`src/rtl/branch_prediction_tracker_if.sv`:
```
// IF-side capture, MEM-side resolution and head/flush signals of the tracker.
interface branch_prediction_tracker_if;
  // IF side: fetch metadata
  logic        if_push;
  logic [31:0] if_pc;
  logic [31:0] if_predicted_pc;
  logic [1:0]  if_pred;
  logic        if_btb_hit;
  // MEM side: resolution of the oldest entry
  logic        mem_pop;
  logic        mem_is_branch;
  logic        mem_actual_taken;
  logic [31:0] mem_actual_target;
  // head entry, predictor write-back and redirect
  logic [31:0] mem_pc;
  logic [31:0] mem_predicted_pc;
  logic [1:0]  mem_pred;
  logic        mem_btb_hit;
  logic [1:0]  updated_prediction;
  logic        misprediction;
  logic        flush;
  logic [31:0] redirect_pc;

  modport master (
    output if_push, if_pc, if_predicted_pc, if_pred, if_btb_hit,
    output mem_pop, mem_is_branch, mem_actual_taken, mem_actual_target,
    input  mem_pc, mem_predicted_pc, mem_pred, mem_btb_hit,
    input  updated_prediction, misprediction, flush, redirect_pc
  );

  modport slave (
    input  if_push, if_pc, if_predicted_pc, if_pred, if_btb_hit,
    input  mem_pop, mem_is_branch, mem_actual_taken, mem_actual_target,
    output mem_pc, mem_predicted_pc, mem_pred, mem_btb_hit,
    output updated_prediction, misprediction, flush, redirect_pc
  );
endinterface

```
`src/rtl/branch_prediction_tracker.sv`:
```
// In-flight branch prediction FIFO: IF pushes metadata, MEM resolves the head,
// mispredicts flush the whole queue and redirect fetch one cycle later.
module branch_prediction_tracker #(
  parameter int depth     = 4,
  parameter int cnt_width = 32
) (
  input  logic                        clk,
  input  logic                        rst,
  branch_prediction_tracker_if.slave  bus,
  output logic                        full,
  output logic                        empty,
  output logic [$clog2(depth):0]      occupancy,
  output logic                        overflow,
  output logic [cnt_width-1:0]        branch_count,
  output logic [cnt_width-1:0]        mispredict_count
);
  localparam int PTR_W = $clog2(depth);
  localparam logic [PTR_W:0] FULL_OCC = (PTR_W+1)'(depth);

  typedef struct packed {
    logic [31:0] pc;
    logic [31:0] ppc;
    logic [1:0]  pred;
    logic        btb_hit;
  } entry_t;

  entry_t            ent_q [depth];
  logic [PTR_W-1:0]  head, tail;
  logic [PTR_W:0]    occ;
  entry_t            h;
  logic              pop_ok, push_ok, wr_en, mis_raw, mis_pop;
  logic [1:0]        upd_raw;
  logic [31:0]       redir;
  logic              flush_q;
  logic [31:0]       redirect_q;

  assign full    = (occ == FULL_OCC);
  assign empty   = (occ == '0);
  assign occupancy = occ;
  assign pop_ok  = bus.mem_pop && !empty;
  // a pop frees a slot in the same cycle, so a full FIFO can still accept
  assign push_ok = bus.if_push && !flush_q && (!full || pop_ok);
  assign mis_pop = pop_ok && mis_raw;
  // a mispredict wipes the queue, so a same-cycle push must not land
  assign wr_en   = push_ok && !mis_pop;

  // head view; zeros when empty so downstream never sees stale entries
  always_comb begin
    h = '0;
    if (!empty) h = ent_q[head];
  end

  // resolve the head entry against the actual outcome
  always_comb begin
    mis_raw = 1'b0;
    upd_raw = 2'b00;
    redir   = h.pc + 32'd4;
    if (bus.mem_is_branch) begin
      if (bus.mem_actual_taken) redir = bus.mem_actual_target;
      if (h.btb_hit) begin
        mis_raw = (h.pred[1] != bus.mem_actual_taken) ||
                  (h.pred[1] && bus.mem_actual_taken && (h.ppc != bus.mem_actual_target));
        if (bus.mem_actual_taken)
          upd_raw = (h.pred == 2'b11) ? 2'b11 : h.pred + 2'b01;
        else
          upd_raw = (h.pred == 2'b00) ? 2'b00 : h.pred - 2'b01;
      end else begin
        mis_raw = bus.mem_actual_taken;
        upd_raw = bus.mem_actual_taken ? 2'b10 : 2'b01;
      end
    end else begin
      mis_raw = h.btb_hit && h.pred[1];
    end
  end

  assign bus.mem_pc             = h.pc;
  assign bus.mem_predicted_pc   = h.ppc;
  assign bus.mem_pred           = h.pred;
  assign bus.mem_btb_hit        = h.btb_hit;
  assign bus.misprediction      = mis_pop;
  assign bus.updated_prediction = empty ? 2'b00 : upd_raw;
  assign bus.flush              = flush_q;
  assign bus.redirect_pc        = redirect_q;

  // entry storage; validity is tracked by the pointers, so no reset needed
  always_ff @(posedge clk) begin
    if (wr_en) ent_q[tail] <= '{pc: bus.if_pc, ppc: bus.if_predicted_pc,
                                pred: bus.if_pred, btb_hit: bus.if_btb_hit};
  end

  // pointers and occupancy; a mispredict resets them to an empty queue
  always_ff @(posedge clk or negedge rst) begin
    if (!rst) begin
      head <= '0;
      tail <= '0;
      occ  <= '0;
    end else if (mis_pop) begin
      head <= '0;
      tail <= '0;
      occ  <= '0;
    end else begin
      if (pop_ok) head <= head + PTR_W'(1);
      if (wr_en)  tail <= tail + PTR_W'(1);
      case ({wr_en, pop_ok})
        2'b10:   occ <= occ + (PTR_W+1)'(1);
        2'b01:   occ <= occ - (PTR_W+1)'(1);
        default: occ <= occ;
      endcase
    end
  end

  // one-cycle flush with the corrected fetch PC
  always_ff @(posedge clk or negedge rst) begin
    if (!rst) begin
      flush_q    <= 1'b0;
      redirect_q <= '0;
    end else begin
      flush_q <= mis_pop;
      if (mis_pop) redirect_q <= redir;
    end
  end

  // sticky record of a push dropped because the queue was full
  always_ff @(posedge clk or negedge rst) begin
    if (!rst)                                       overflow <= 1'b0;
    else if (bus.if_push && !flush_q && full && !pop_ok) overflow <= 1'b1;
  end

  // saturating performance counters
  always_ff @(posedge clk or negedge rst) begin
    if (!rst) begin
      branch_count     <= '0;
      mispredict_count <= '0;
    end else begin
      if (pop_ok && bus.mem_is_branch && !(&branch_count))
        branch_count <= branch_count + cnt_width'(1);
      if (mis_pop && !(&mispredict_count))
        mispredict_count <= mispredict_count + cnt_width'(1);
    end
  end
endmodule

```
`src/flat_wrapper.sv`:
```
// flat-port wrapper written by rule: the top's interface ports become plain ports
module branch_prediction_tracker_flat 
#(
  parameter int depth     = 4,
  parameter int cnt_width = 32
)
  (clk, rst, full, empty, occupancy, overflow, branch_count, mispredict_count, bus_if_push, bus_if_pc, bus_if_predicted_pc, bus_if_pred, bus_if_btb_hit, bus_mem_pop, bus_mem_is_branch, bus_mem_actual_taken, bus_mem_actual_target, bus_mem_pc, bus_mem_predicted_pc, bus_mem_pred, bus_mem_btb_hit, bus_updated_prediction, bus_misprediction, bus_flush, bus_redirect_pc);
  branch_prediction_tracker_if bus_i ();
  input  logic clk;
  input  logic rst;
  output logic full;
  output logic empty;
  output logic [$clog2(depth):0] occupancy;
  output logic overflow;
  output logic [cnt_width-1:0] branch_count;
  output logic [cnt_width-1:0] mispredict_count;
  input wire logic [$bits(bus_i.if_push)-1:0] bus_if_push;
  input wire logic [$bits(bus_i.if_pc)-1:0] bus_if_pc;
  input wire logic [$bits(bus_i.if_predicted_pc)-1:0] bus_if_predicted_pc;
  input wire logic [$bits(bus_i.if_pred)-1:0] bus_if_pred;
  input wire logic [$bits(bus_i.if_btb_hit)-1:0] bus_if_btb_hit;
  input wire logic [$bits(bus_i.mem_pop)-1:0] bus_mem_pop;
  input wire logic [$bits(bus_i.mem_is_branch)-1:0] bus_mem_is_branch;
  input wire logic [$bits(bus_i.mem_actual_taken)-1:0] bus_mem_actual_taken;
  input wire logic [$bits(bus_i.mem_actual_target)-1:0] bus_mem_actual_target;
  output wire logic [$bits(bus_i.mem_pc)-1:0] bus_mem_pc;
  output wire logic [$bits(bus_i.mem_predicted_pc)-1:0] bus_mem_predicted_pc;
  output wire logic [$bits(bus_i.mem_pred)-1:0] bus_mem_pred;
  output wire logic [$bits(bus_i.mem_btb_hit)-1:0] bus_mem_btb_hit;
  output wire logic [$bits(bus_i.updated_prediction)-1:0] bus_updated_prediction;
  output wire logic [$bits(bus_i.misprediction)-1:0] bus_misprediction;
  output wire logic [$bits(bus_i.flush)-1:0] bus_flush;
  output wire logic [$bits(bus_i.redirect_pc)-1:0] bus_redirect_pc;
  assign bus_i.if_push = bus_if_push;
  assign bus_i.if_pc = bus_if_pc;
  assign bus_i.if_predicted_pc = bus_if_predicted_pc;
  assign bus_i.if_pred = bus_if_pred;
  assign bus_i.if_btb_hit = bus_if_btb_hit;
  assign bus_i.mem_pop = bus_mem_pop;
  assign bus_i.mem_is_branch = bus_mem_is_branch;
  assign bus_i.mem_actual_taken = bus_mem_actual_taken;
  assign bus_i.mem_actual_target = bus_mem_actual_target;
  assign bus_mem_pc = bus_i.mem_pc;
  assign bus_mem_predicted_pc = bus_i.mem_predicted_pc;
  assign bus_mem_pred = bus_i.mem_pred;
  assign bus_mem_btb_hit = bus_i.mem_btb_hit;
  assign bus_updated_prediction = bus_i.updated_prediction;
  assign bus_misprediction = bus_i.misprediction;
  assign bus_flush = bus_i.flush;
  assign bus_redirect_pc = bus_i.redirect_pc;
  branch_prediction_tracker #(.depth(depth), .cnt_width(cnt_width)) u_core (.clk(clk), .rst(rst), .bus(bus_i), .full(full), .empty(empty), .occupancy(occupancy), .overflow(overflow), .branch_count(branch_count), .mispredict_count(mispredict_count));
endmodule
```
`config.mk`:
```
export PLATFORM = sky130hd
export DESIGN_NAME = branch_prediction_tracker_flat
export DESIGN_NICKNAME = d
export VERILOG_FILES = /design/src/rtl/branch_prediction_tracker_if.sv /design/src/rtl/branch_prediction_tracker.sv /design/src/flat_wrapper.sv
export SDC_FILE = /design/constraint.sdc
export NUM_CORES = 1
export LEC_CHECK = 0
export ABC_AREA = 1
export CAP_MARGIN = 20
export CORE_MARGIN = 2
export CORE_UTILIZATION = 45
export DETAILED_ROUTE_END_ITERATION = 12
export PLACE_DENSITY = 0.71
export REMOVE_ABC_BUFFERS = 1
export SYNTH_ARGS = -nofsm -noshare
export SYNTH_HDL_FRONTEND = slang
export SYNTH_SLANG_ARGS = --single-unit
```
`constraint.sdc`:
```
create_clock -name clk -period 5.1 [get_ports clk]
set_input_delay 1.02 -clock clk [delete_from_list [all_inputs] [get_ports clk]]
set_output_delay 1.02 -clock clk [all_outputs]
set_load 0.02 [all_outputs]
```
==> results of run 1 <==
-- synth_stat cells, drive strengths merged --
library cell    n
o21ai          95
edfxtp        268
xnor2          17
nor3b           4
nand3         157
clkbuf         25
a21oi          24
a32o            1
mux2i           3
maj3            1
nand2         676
nor2          197
a31oi           1
a2111oi         1
buf            57
nor4           17
nand3b          8
fa              1
and3            1
o22ai           1
dfrtp         105
ha              9
a31o            1
xor2           61
nand4          57
nor3           38
inv           202
or2             2
-- state kept, by name, summed over array words and instances (netlist names) --
signal / count
u_core.bus.flush: 1
u_core.head: 2
u_core.occupancy: 3
u_core.bus.redirect_pc: 32
u_core.branch_count: 32
u_core.overflow: 1
u_core.mispredict_count: 32
u_core.ent_q: 268
u_core.tail: 2
-- area by class of cell --
| type | instances | area share (%) |
|---|---|---|
| Sequential cell | 373 | 46.3 |
| Multi-Input combinational cell | 1373 | 27.9 |
| Clock buffer | 60 | 5.20 |
| Tap cell | 525 | 2.84 |
| Antenna cell | 3 | 0.0325 |
| Inverter | 202 | 3.31 |
| Clock inverter | 18 | 0.899 |
| Timing Repair Buffer | 312 | 13.5 |
-- cells in the final DEF (no fill, tap or decap), types with 3 or more instances in the layout --
master | Yosys | layout
o21ai_1 | 47 | 47
nor2_1 | 189 | 185
nand2_2 | 6 | 5
clkdlybuf4s50_1 | 0 | 276
nor2_2 | 5 | 5
clkinv_2 | 0 | 4
nand4_1 | 57 | 57
bufinv_16 | 0 | 4
dfrtp_1 | 105 | 103
nor3_2 | 3 | 3
buf_4 | 12 | 29
clkbuf_16 | 0 | 44
clkbuf_1 | 25 | 12
xor2_1 | 61 | 61
nand3b_1 | 8 | 8
buf_12 | 0 | 7
edfxtp_1 | 268 | 268
ha_1 | 9 | 9
xnor2_1 | 17 | 17
diode_2 | 0 | 3
nor2_4 | 3 | 7
nand2_1 | 670 | 670
inv_2 | 8 | 8
a21oi_1 | 22 | 22
mux2i_1 | 3 | 3
nand3_1 | 156 | 156
clkbuf_8 | 0 | 4
clkinv_1 | 0 | 6
inv_1 | 194 | 193
nor3_1 | 35 | 35
o21ai_0 | 48 | 48
nor3b_1 | 3 | 3
nor4_1 | 15 | 15
-- worst min path at each step --
stage	to	startpoint	slack (ns)	depth (start not counted)
after detailed placement	u_core.bus.redirect_pc[28]	u_core.bus.redirect_pc[28]	0.47	2
after floorplan	u_core.tail[1]	u_core.tail[1]	0.52	2
after global routing	u_core.bus.redirect_pc[28]	u_core.bus.redirect_pc[28]	0.50	2
after CTS	u_core.bus.redirect_pc[28]	u_core.bus.redirect_pc[28]	0.48	2
final	u_core.bus.redirect_pc[12]	u_core.bus.redirect_pc[12]	0.49	2
after global placement	u_core.overflow	u_core.overflow	0.45	1
-- logic make-up after synthesis --
| group | count (synthesis) |
|---|---|
| buffers and inverters | 284 |
| DFF | 373 |
| xor gates and xnor gates | 78 |
| AOI/OAI and AO/OA | 124 |
| and+or+nand+nor | 1157 |
| adders and majority gates | 11 |
| muxes | 3 |
-- through the flow --
stage / area [um^2] / setup TNS (ns) / setup WS, ns
floorplan: 17900 / -1286.12 / -4.38
global placement: 21700 / 0 / 0.692
detailed placement: 21700 / 0 / 0.667
CTS: 23100 / 0 / 0.0558
global route: 23100 / 0 / 0.00341
finish: 23100 / 0 / 0.184
-- per-layer routing --
layer	part of all wire (%)	routed length, um	track usage [%]
met5	0.055	30	0
met4	2.8	1540	9.43
met3	8.9	4830	5.38
met2	48	25900	43.1
met1	41	22100	33.1
-- power by group --
| group | internal (mW) | switching, mW | total, mW | leakage (nW) |
|---|---|---|---|---|
| logic | 2.29 | 4.48 | 6.77 | 5.28 |
| registers | 3.89 | 0.254 | 4.15 | 3.82 |
| clock network | 1.85 | 1.21 | 3.06 | 0.685 |
| total | 8.03 | 5.94 | 14.0 | 9.79 |
-- worst reg2reg max path: cells and delay by family, from the launching register on --
family | cells | cell delay [ns]
xor+xnor | 1 | 0.17
buf+inv | 1 | 0.38
compound gates | 3 | 1.01
flops | 1 | 0.45
simple gates | 14 | 1.39
fa+ha+maj | 2 | 0.72
==> flow_summary.json, run 1 <==
{
  "crit_path_end_kind": "output port",
  "die_h_um": 206,
  "tritoncts": "built",
  "cp-startpoint": "u_core.head[0]",
  "finClkSkew_ns": 0.0234,
  "synth_top_family_by_area": "simple AND/OR/NAND/NOR gates",
  "holdWs_ns": 0.488,
  "yosys.area_share.simple_pct": 26.8,
  "slew_headroom_pct": 46.0,
  "synth_compound_area_share_pct": 3.55,
  "hp-class": "register to register",
  "overflow": 0,
  "p_leak_nw": 9.79,
  "peakVddDrop_mv": 0.504,
  "power_density_mw_per_mm2": 605,
  "firstDrtPassIters": 8,
  "wirelength_um": 54400,
  "yosys.area.top_type_share_pct": 43.9,
  "min_period_over_period_pct": 96.4,
  "holdBufCountCts": 0,
  "syn_inst": 2030,
  "cpLargestDelayFamily": "buffers and inverters",
  "yosys.cell_types.count": 44,
  "yosys_warnings": 0,
  "wire_per_inst_um": 19.0,
  "cts.sink_count": 373,
  "final_core_util_pct": 57.9,
  "rows": 73,
  "r2r_slack_ns": 0.87,
  "crit_path_end": "bus_misprediction",
  "slowest_stage": "clkdlybuf4s50_1",
  "seq_area_frac_synth_pct": 58.3,
  "grt_use_total_pct": 25.8,
  "drc": 0,
  "cp_max_fo": 137,
  "syn_area_mm2": 0.0183,
  "status": "finished clean",
  "seq_area_mm2": 0.0107,
  "root_buffer": "clkbuf_16",
  "core_mm2": 0.0399,
  "hold_viol": 0,
  "synth-seq-cells": 373,
  "synth_xor_area_share_pct": 3.73,
  "dr_total_vias": 15069,
  "drive_gt1_share_pct": 5.82,
  "cts_setup_buffers": 0,
  "dp_cells": 2785,
  "area_growth_syn_to_layout_pct": 26.1,
  "crit_top_cell": "nand2_1",
  "nNetsFinal": 2419,
  "yosysTopAreaCell": "edfxtp_1",
  "reg2regPathDepth": 21,
  "cp_slowest_stage_delay_ns": 0.57,
  "cp_num_buf_inv": 3,
  "synthAdderAreaFrac_pct": 0.779,
  "timing.rr.end": "u_core.occupancy[2]",
  "crit_chain": "buf_12 > o21ai_0 > o21ai_1 > nand3_1 > nand2_1 > nand2_1 > nor2_1 > nand2_1 > nor2_1 > nand2_1 > nand2_1 > nand2_1 > nand2_1 > nand2_2 > nand2_2 > inv_1 > clkdlybuf4s50_1",
  "die_x_um": 206,
  "postRouteAntennaNets": 0,
  "multi_input_area_mm2": 0.00645,
  "dp_hpwl_um": 37800,
  "fmax_mhz": 203,
  "htree_levels": 2,
  "fill_cells": 3376,
  "avgViaCountPerCell": 5.26,
  "drt_iter0_drc": 967,
  "worst_pin_slew_ns": 0.811,
  "clkTransAtPathRegs_ns": 0.06,
  "numCtsBuffers": 42,
  "grt_max_degree": 138,
  "boundaryPins": 278,
  "die-area_mm2": 0.0423,
  "rsz0062_at_grt": "no",
  "clk_path_buf_depth": 3,
  "synth_area_per_cell_um2": 9.02,
  "crit_arrival_ns": 3.90,
  "fin_cells": 2866,
  "critPathRequiredTime_ns": 4.08,
  "drv_cap": 0,
  "routabilityCongestion": 0.944,
  "finalSetupViolations": 0,
  "grt_pass1_vias": 14413,
  "synthTopCellsByArea": "edfxtp_1, dfrtp_1, nand2_1, nand3_1, inv_1",
  "synthMuxAreaShare_pct": 0.164,
  "start_util_pct": 45.9,
  "grt_pass1_wl_um": 82000,
  "cp.depth": 17,
  "port_buffers": 277,
  "worstSetupPathType": "register to output port",
  "rr_startpoint": "u_core.head[0]",
  "cts-resized-gates": 0,
  "antenna_found_initial": 4,
  "start_kind": "register",
  "power_mw": 14.0,
  "finalMaxSlewViolations": 0,
  "min_period_ns": 4.92,
  "insertion_delay_ns": 0.57
}
No activity file was read; power rests on OpenSTA's default activity.
==> run 2, diff against run 1 <==
--- a/config.mk
+++ b/config.mk
@@ -9,6 +9,7 @@
 export CAP_MARGIN = 20
 export CORE_MARGIN = 2
 export CORE_UTILIZATION = 45
+export CTS_CLUSTER_DIAMETER = 60
 export DETAILED_ROUTE_END_ITERATION = 12
 export PLACE_DENSITY = 0.71
 export REMOVE_ABC_BUFFERS = 1
==> run 2 against run 1 <==
First-iteration DRC count rose by 6.1%. Global-route usage shrank 0.19 points. Highest routed layer unchanged. Clock skew shrank 0.0030 ns. Clock power shrank 4%.
==> flow_summary.json, run 2 (same netlist as run 1, synthesis figures left out) <==
{
  "status": "finished clean",
  "clkTransAtPathRegs_ns": 0.06,
  "routabilityCongestion": 0.944,
  "place_area_mm2": 0.0217,
  "firstDrtPassIters": 7,
  "cp_num_buf_inv": 5,
  "wire_per_inst_um": 18.9,
  "boundaryPins": 278,
  "hold_depth": 2,
  "finalSetupViolations": 0,
  "drc": 0,
  "crit_chain": "inv_6 > buf_4 > nand2_1 > nand3_1 > nand2_1 > nand3b_1 > nand2_1 > inv_1 > nand2_1 > nor2_1 > nand2_1 > nor2_1 > nand2_1 > nand2_1 > nand2_1 > nand2_1 > nand2_2 > nand2_2 > inv_1 > clkdlybuf4s50_1",
  "rsz0062_at_grt": "no",
  "drv_cap": 0,
  "r2r_slack_ns": 0.88,
  "grt_use_total_pct": 25.6,
  "dr_total_vias": 15146,
  "fin_cells": 2866,
  "final_common_cell": "nand2_1",
  "start_util_pct": 45.9,
  "rr_startpoint": "u_core.head[0]",
  "min_period_over_period_pct": 95.8,
  "power_density_mw_per_mm2": 602,
  "finClkSkew_ns": 0.0204,
  "finalMaxSlewViolations": 0,
  "tritoncts": "built",
  "rows": 73,
  "overflow": 0,
  "holdWs_ns": 0.487,
  "cp_max_fo": 36,
  "drt_iter0_drc": 1026,
  "start_kind": "register",
  "fill_cells": 3405,
  "die-area_mm2": 0.0423,
  "antenna_found_initial": 5,
  "final_area_mm2": 0.0230,
  "cp_slowest_stage_delay_ns": 0.57,
  "nNetsFinal": 2420,
  "slew_headroom_pct": 44.6,
  "root_buffer": "clkbuf_16",
  "min_period_ns": 4.89,
  "dp_hpwl_um": 37800,
  "die_h_um": 206,
  "postRouteAntennaNets": 0,
  "hold_path_end": "u_core.bus.redirect_pc[27]",
  "reg2regPathDepth": 24,
  "grt_max_degree": 138,
  "worstSetupPathType": "register to output port",
  "max_flop_register": "u_core.ent_q",
  "layout_common_cells": "nand2_1, clkdlybuf4s50_1, edfxtp_1",
  "hp-class": "register to register",
  "crit_path_end_kind": "output port",
  "wirelength_um": 54300,
  "cts.sink_count": 373,
  "die_x_um": 206,
  "drive_gt1_share_pct": 5.86,
  "worst_pin_slew_ns": 0.831,
  "grt_pass1_vias": 14368,
  "hold_viol": 0,
  "htree_levels": 2,
  "clk_path_buf_depth": 3,
  "slowest_stage": "clkdlybuf4s50_1",
  "critPathRequiredTime_ns": 4.08,
  "holdBufCountCts": 0,
  "cpLargestDelayFamily": "simple AND/OR/NAND/NOR gates",
  "area_growth_syn_to_layout_pct": 25.8,
  "fmax_mhz": 205,
  "peakVddDrop_mv": 0.512,
  "dp_cells": 2785,
  "p_leak_nw": 9.76,
  "largest_reg_flops": 268,
  "hp-start": "u_core.bus.redirect_pc[27]",
  "avgViaCountPerCell": 5.28,
  "crit_top_cell": "nand2_1",
  "grt_pass1_wl_um": 81700,
  "port_buffers": 277,
  "timing.rr.end": "u_core.occupancy[2]",
  "core_mm2": 0.0399,
  "crit_arrival_ns": 3.87,
  "numCtsBuffers": 43,
  "insertion_delay_ns": 0.55
}
-- run 2: cell count changes in the layout (fill, tap and decap cells not counted) --
| cell | before | now |
|---|---|---|
| clkinv_2 | 4 | 3 |
| clkinv_1 | 6 | 2 |
| inv_6 | 2 | 4 |
| bufinv_16 | 4 | 1 |
| clkinv_4 | 1 | 2 |
| clkbuf_8 | 4 | 6 |
| clkbuf_1 | 12 | 15 |
-- run 2: stage by stage --
step | total power, mW | TNS [ns] | worst slack, ns | util [%]
6_report | 13.9 | 0 | 0.214 | 57.7
3_3_place_gp | 10.8 | 0 | 0.692 | 54.3
2_1_floorplan | 7.90 | -1286.12 | -4.38 | -
3_5_place_dp | 10.9 | 0 | 0.667 | 54.3
5_1_grt | 14.7 | 0 | 0.0116 | 57.7
4_1_cts | 13.9 | 0 | 0.0701 | 57.7
-- run 2: worst max path at each step --
stage / start / end / slack [ns] / cells past startpoint
floorplan: u_core.head[0] / u_core.ent_q[0][0] / -4.38 / 13
global placement: bus_mem_actual_target[27] / bus_misprediction / 0.69 / 16
detailed placement: bus_mem_actual_target[27] / bus_misprediction / 0.67 / 16
CTS: u_core.head[0] / bus_misprediction / 0.07 / 20
global route: u_core.head[0] / bus_misprediction / 0.01 / 20
finish: u_core.head[0] / bus_misprediction / 0.21 / 20
-- run 2: worst reg2reg max path, stage by stage (launching register included) --
cell and delay, ns:
dfrtp_4 0.51, inv_6 0.27, buf_4 0.38, nand2_1 0.10, nand3_1 0.08, nand2_1 0.09, nand3b_1 0.11, nand2_1 0.06
inv_1 0.04, nand2_1 0.05, nor2_1 0.30, nand2_1 0.08, nor2_1 0.15, nand2_1 0.07, nand2_1 0.05, nand2_1 0.04
nand2_1 0.08, nand2_2 0.06, nand2_2 0.11, nand2_1 0.27, ha_1 0.34, fa_1 0.39, o21ai_0 0.24, xor2_1 0.17
nor2_1 0.06
-- run 2: layer usage --
| metal | wire [um] | part of all wire, % | up-vias | track usage, % |
|---|---|---|---|---|
| met5 | 44 | 0.081 | - | 0 |
| met4 | 1490 | 2.7 | 6 | 8.35 |
| met3 | 4530 | 8.3 | 103 | 5.42 |
| met2 | 26100 | 48 | 620 | 42.9 |
| met1 | 22100 | 41 | 7193 | 33.1 |
| li1 | - | - | 7224 | - |
-- run 2: layout make-up --
| cell class | count | area [um^2] | area share, % |
|---|---|---|---|
| repair buffers | 312 | 3120 | 13.5 |
| well taps | 525 | 657 | 2.85 |
| diodes | 3 | 7.51 | 0.0326 |
| flip-flops and latches | 373 | 10700 | 46.3 |
| multi-input cells | 1373 | 6450 | 28.0 |
| inverters | 202 | 763 | 3.31 |
| clock buffers | 65 | 1240 | 5.38 |
| clock inverters | 13 | 124 | 0.537 |
-- run 2: what timing repair did --
action	4_1_cts	5_1_grt
endpoints found under the setup margin	0	1
buffers inserted	0	0
gates resized for setup	0	1
-- run 2: where the power goes --
part | leakage, nW | switching, mW | internal (mW) | total, mW
sequential | 3.82 | 0.256 | 3.89 | 4.15
clock | 0.664 | 1.20 | 1.74 | 2.94
combinational | 5.28 | 4.49 | 2.29 | 6.78
==> run 3, diff against run 2 <==
--- a/config.mk
+++ b/config.mk
@@ -11,7 +11,8 @@
 export CORE_UTILIZATION = 45
 export CTS_CLUSTER_DIAMETER = 60
 export DETAILED_ROUTE_END_ITERATION = 12
-export PLACE_DENSITY = 0.71
+export GPL_ROUTABILITY_DRIVEN = 0
+export PLACE_DENSITY = 0.81
 export REMOVE_ABC_BUFFERS = 1
 export SYNTH_ARGS = -nofsm -noshare
 export SYNTH_HDL_FRONTEND = slang
==> run 3 against run 2 <==
Combinational power is 1% higher. Non-clock buffer count increased by 2. Power up 0.76%. First-iteration DRC count up 50%. Cell count shrank 0.10%.
==> flow_summary.json, run 3 (same netlist as run 1, synthesis figures left out) <==
{
  "status": "finished clean",
  "min_period_over_period_pct": 92.2,
  "max_flop_register": "u_core.ent_q",
  "overflow": 0,
  "hp-class": "register to register",
  "crit_path_end_kind": "register",
  "wirelength_um": 55100,
  "grt_pass1_wl_um": 84200,
  "insertion_delay_ns": 0.56,
  "power_mw": 14.0,
  "final_core_util_pct": 57.8,
  "dpl_worst_slack_ns": 0.295,
  "grt_pass1_vias": 15089,
  "dr_total_vias": 15591,
  "peakVddDrop_mv": 0.503,
  "fmax_mhz": 213,
  "layout_common_cells": "nand2_1, clkdlybuf4s50_1, edfxtp_1",
  "firstDrtPassIters": 6,
  "htree_levels": 2,
  "hold_viol": 0,
  "grt_max_degree": 72,
  "wire_per_inst_um": 19.3,
  "die_x_um": 206,
  "slowest_stage": "dfrtp_4",
  "clkTransAtPathRegs_ns": 0.06,
  "finalMaxSlewViolations": 0,
  "numCtsBuffers": 40,
  "dp_cells": 2787,
  "die-area_mm2": 0.0423,
  "cp_max_fo": 39,
  "final_common_cell": "nand2_1",
  "rsz0062_at_grt": "no",
  "finalSetupViolations": 0,
  "cts.sink_count": 373,
  "root_buffer": "clkbuf_16",
  "port_buffers": 277,
  "finClkSkew_ns": 0.0252,
  "min_period_ns": 4.70,
  "crit_top_cell": "nand2_1",
  "p_leak_nw": 9.78,
  "critPathRequiredTime_ns": 5.59,
  "cp_slowest_stage_delay_ns": 0.63,
  "worst_pin_slew_ns": 0.809,
  "crit_arrival_ns": 5.19,
  "fin_ws_ns": 0.398,
  "cpLargestDelayFamily": "simple AND/OR/NAND/NOR gates",
  "antenna_found_initial": 6,
  "fill_cells": 3327,
  "fin_cells": 2863,
  "drt_iter0_drc": 1538,
  "start_kind": "register",
  "core_mm2": 0.0399,
  "dp_hpwl_um": 38300,
  "rows": 73,
  "nNetsFinal": 2419,
  "slew_headroom_pct": 45.7,
  "grt_use_total_pct": 26.1,
  "avgViaCountPerCell": 5.45,
  "final_area_mm2": 0.0231,
  "postRouteAntennaNets": 0,
  "drv_cap": 0,
  "holdWs_ns": 0.470,
  "tns_ns": 0,
  "place_area_mm2": 0.0217,
  "drc": 0,
  "die_h_um": 206,
  "drive_gt1_share_pct": 5.96,
  "worstSetupPathType": "register to register",
  "largest_reg_flops": 268,
  "tritoncts": "built",
  "clk_path_buf_depth": 3,
  "power_density_mw_per_mm2": 606,
  "area_growth_syn_to_layout_pct": 26.0,
  "cp_num_buf_inv": 3,
  "start_util_pct": 45.9,
  "boundaryPins": 278
}
-- run 3: changes by cell type in the layout (fill, tap and decap cells not counted), moves of 2 or more --
| cell | change |
|---|---|
| inv_6 | -3 |
| clkinv_4 | -2 |
| buf_12 | +3 |
| bufinv_16 | +3 |
| clkbuf_16 | -4 |
| clkinv_2 | +5 |
| clkbuf_1 | -6 |
| buf_4 | -3 |
-- run 3: final cells by class --
| cell class | instances | area, um^2 | area share, % |
|---|---|---|---|
| sequential | 373 | 10700 | 46.3 |
| inverter | 202 | 767 | 3.32 |
| timing repair buffer | 314 | 3190 | 13.8 |
| multi-input combinational | 1373 | 6460 | 28.0 |
| tap | 525 | 657 | 2.85 |
| clock buffer | 54 | 1100 | 4.78 |
| clock inverter | 18 | 206 | 0.895 |
| antenna | 4 | 10.0 | 0.0434 |
-- run 3: worst register-to-register path: cells and delay by family (launching register included) --
kind	cells	cell delay (ns)
compound gates	2	0.26
simple gates	18	2.02
flops	1	0.63
buf+inv	3	0.86
fa+ha+maj	2	0.71
xor+xnor	1	0.15
-- run 3: worst paths after layout --
path	start	endpoint	slack, ns	depth (start not counted)
worst max-delay path	u_core.head[0]	u_core.occupancy[2]	0.40	26
worst min-delay path	u_core.overflow	u_core.overflow	0.47	1
worst max register to register	u_core.head[0]	u_core.occupancy[2]	0.40	26
worst min register to register	u_core.overflow	u_core.overflow	0.47	1
max in group asynchronous	rst	u_core.head[0]	3.60	2
min in group asynchronous	rst	u_core.mispredict_count[23]	0.54	1
-- run 3: where the power goes --
group          total [mW]  switching (mW)  internal [mW]
sequential           4.20           0.306           3.89
combinational        6.86            4.52           2.34
clock                2.92            1.20           1.72
total                14.0            6.03           7.95
-- run 3: layer usage --
layer / part of all wire (%) / wire length (um) / vias to the layer above / track usage, %
li1: - / - / 7207 / -
met1: 38 / 20800 / 7369 / 33.2
met2: 48 / 26200 / 881 / 43.3
met3: 11 / 6110 / 130 / 6.00
met4: 3.5 / 1940 / 4 / 10.0
met5: 0.049 / 27 / - / 0
-- run 3: timing repair --
item,in CTS,in global routing
setup endpoints to repair,1,2
setup buffers,0,0
gates resized for setup,1,8
hold buffers,0,0
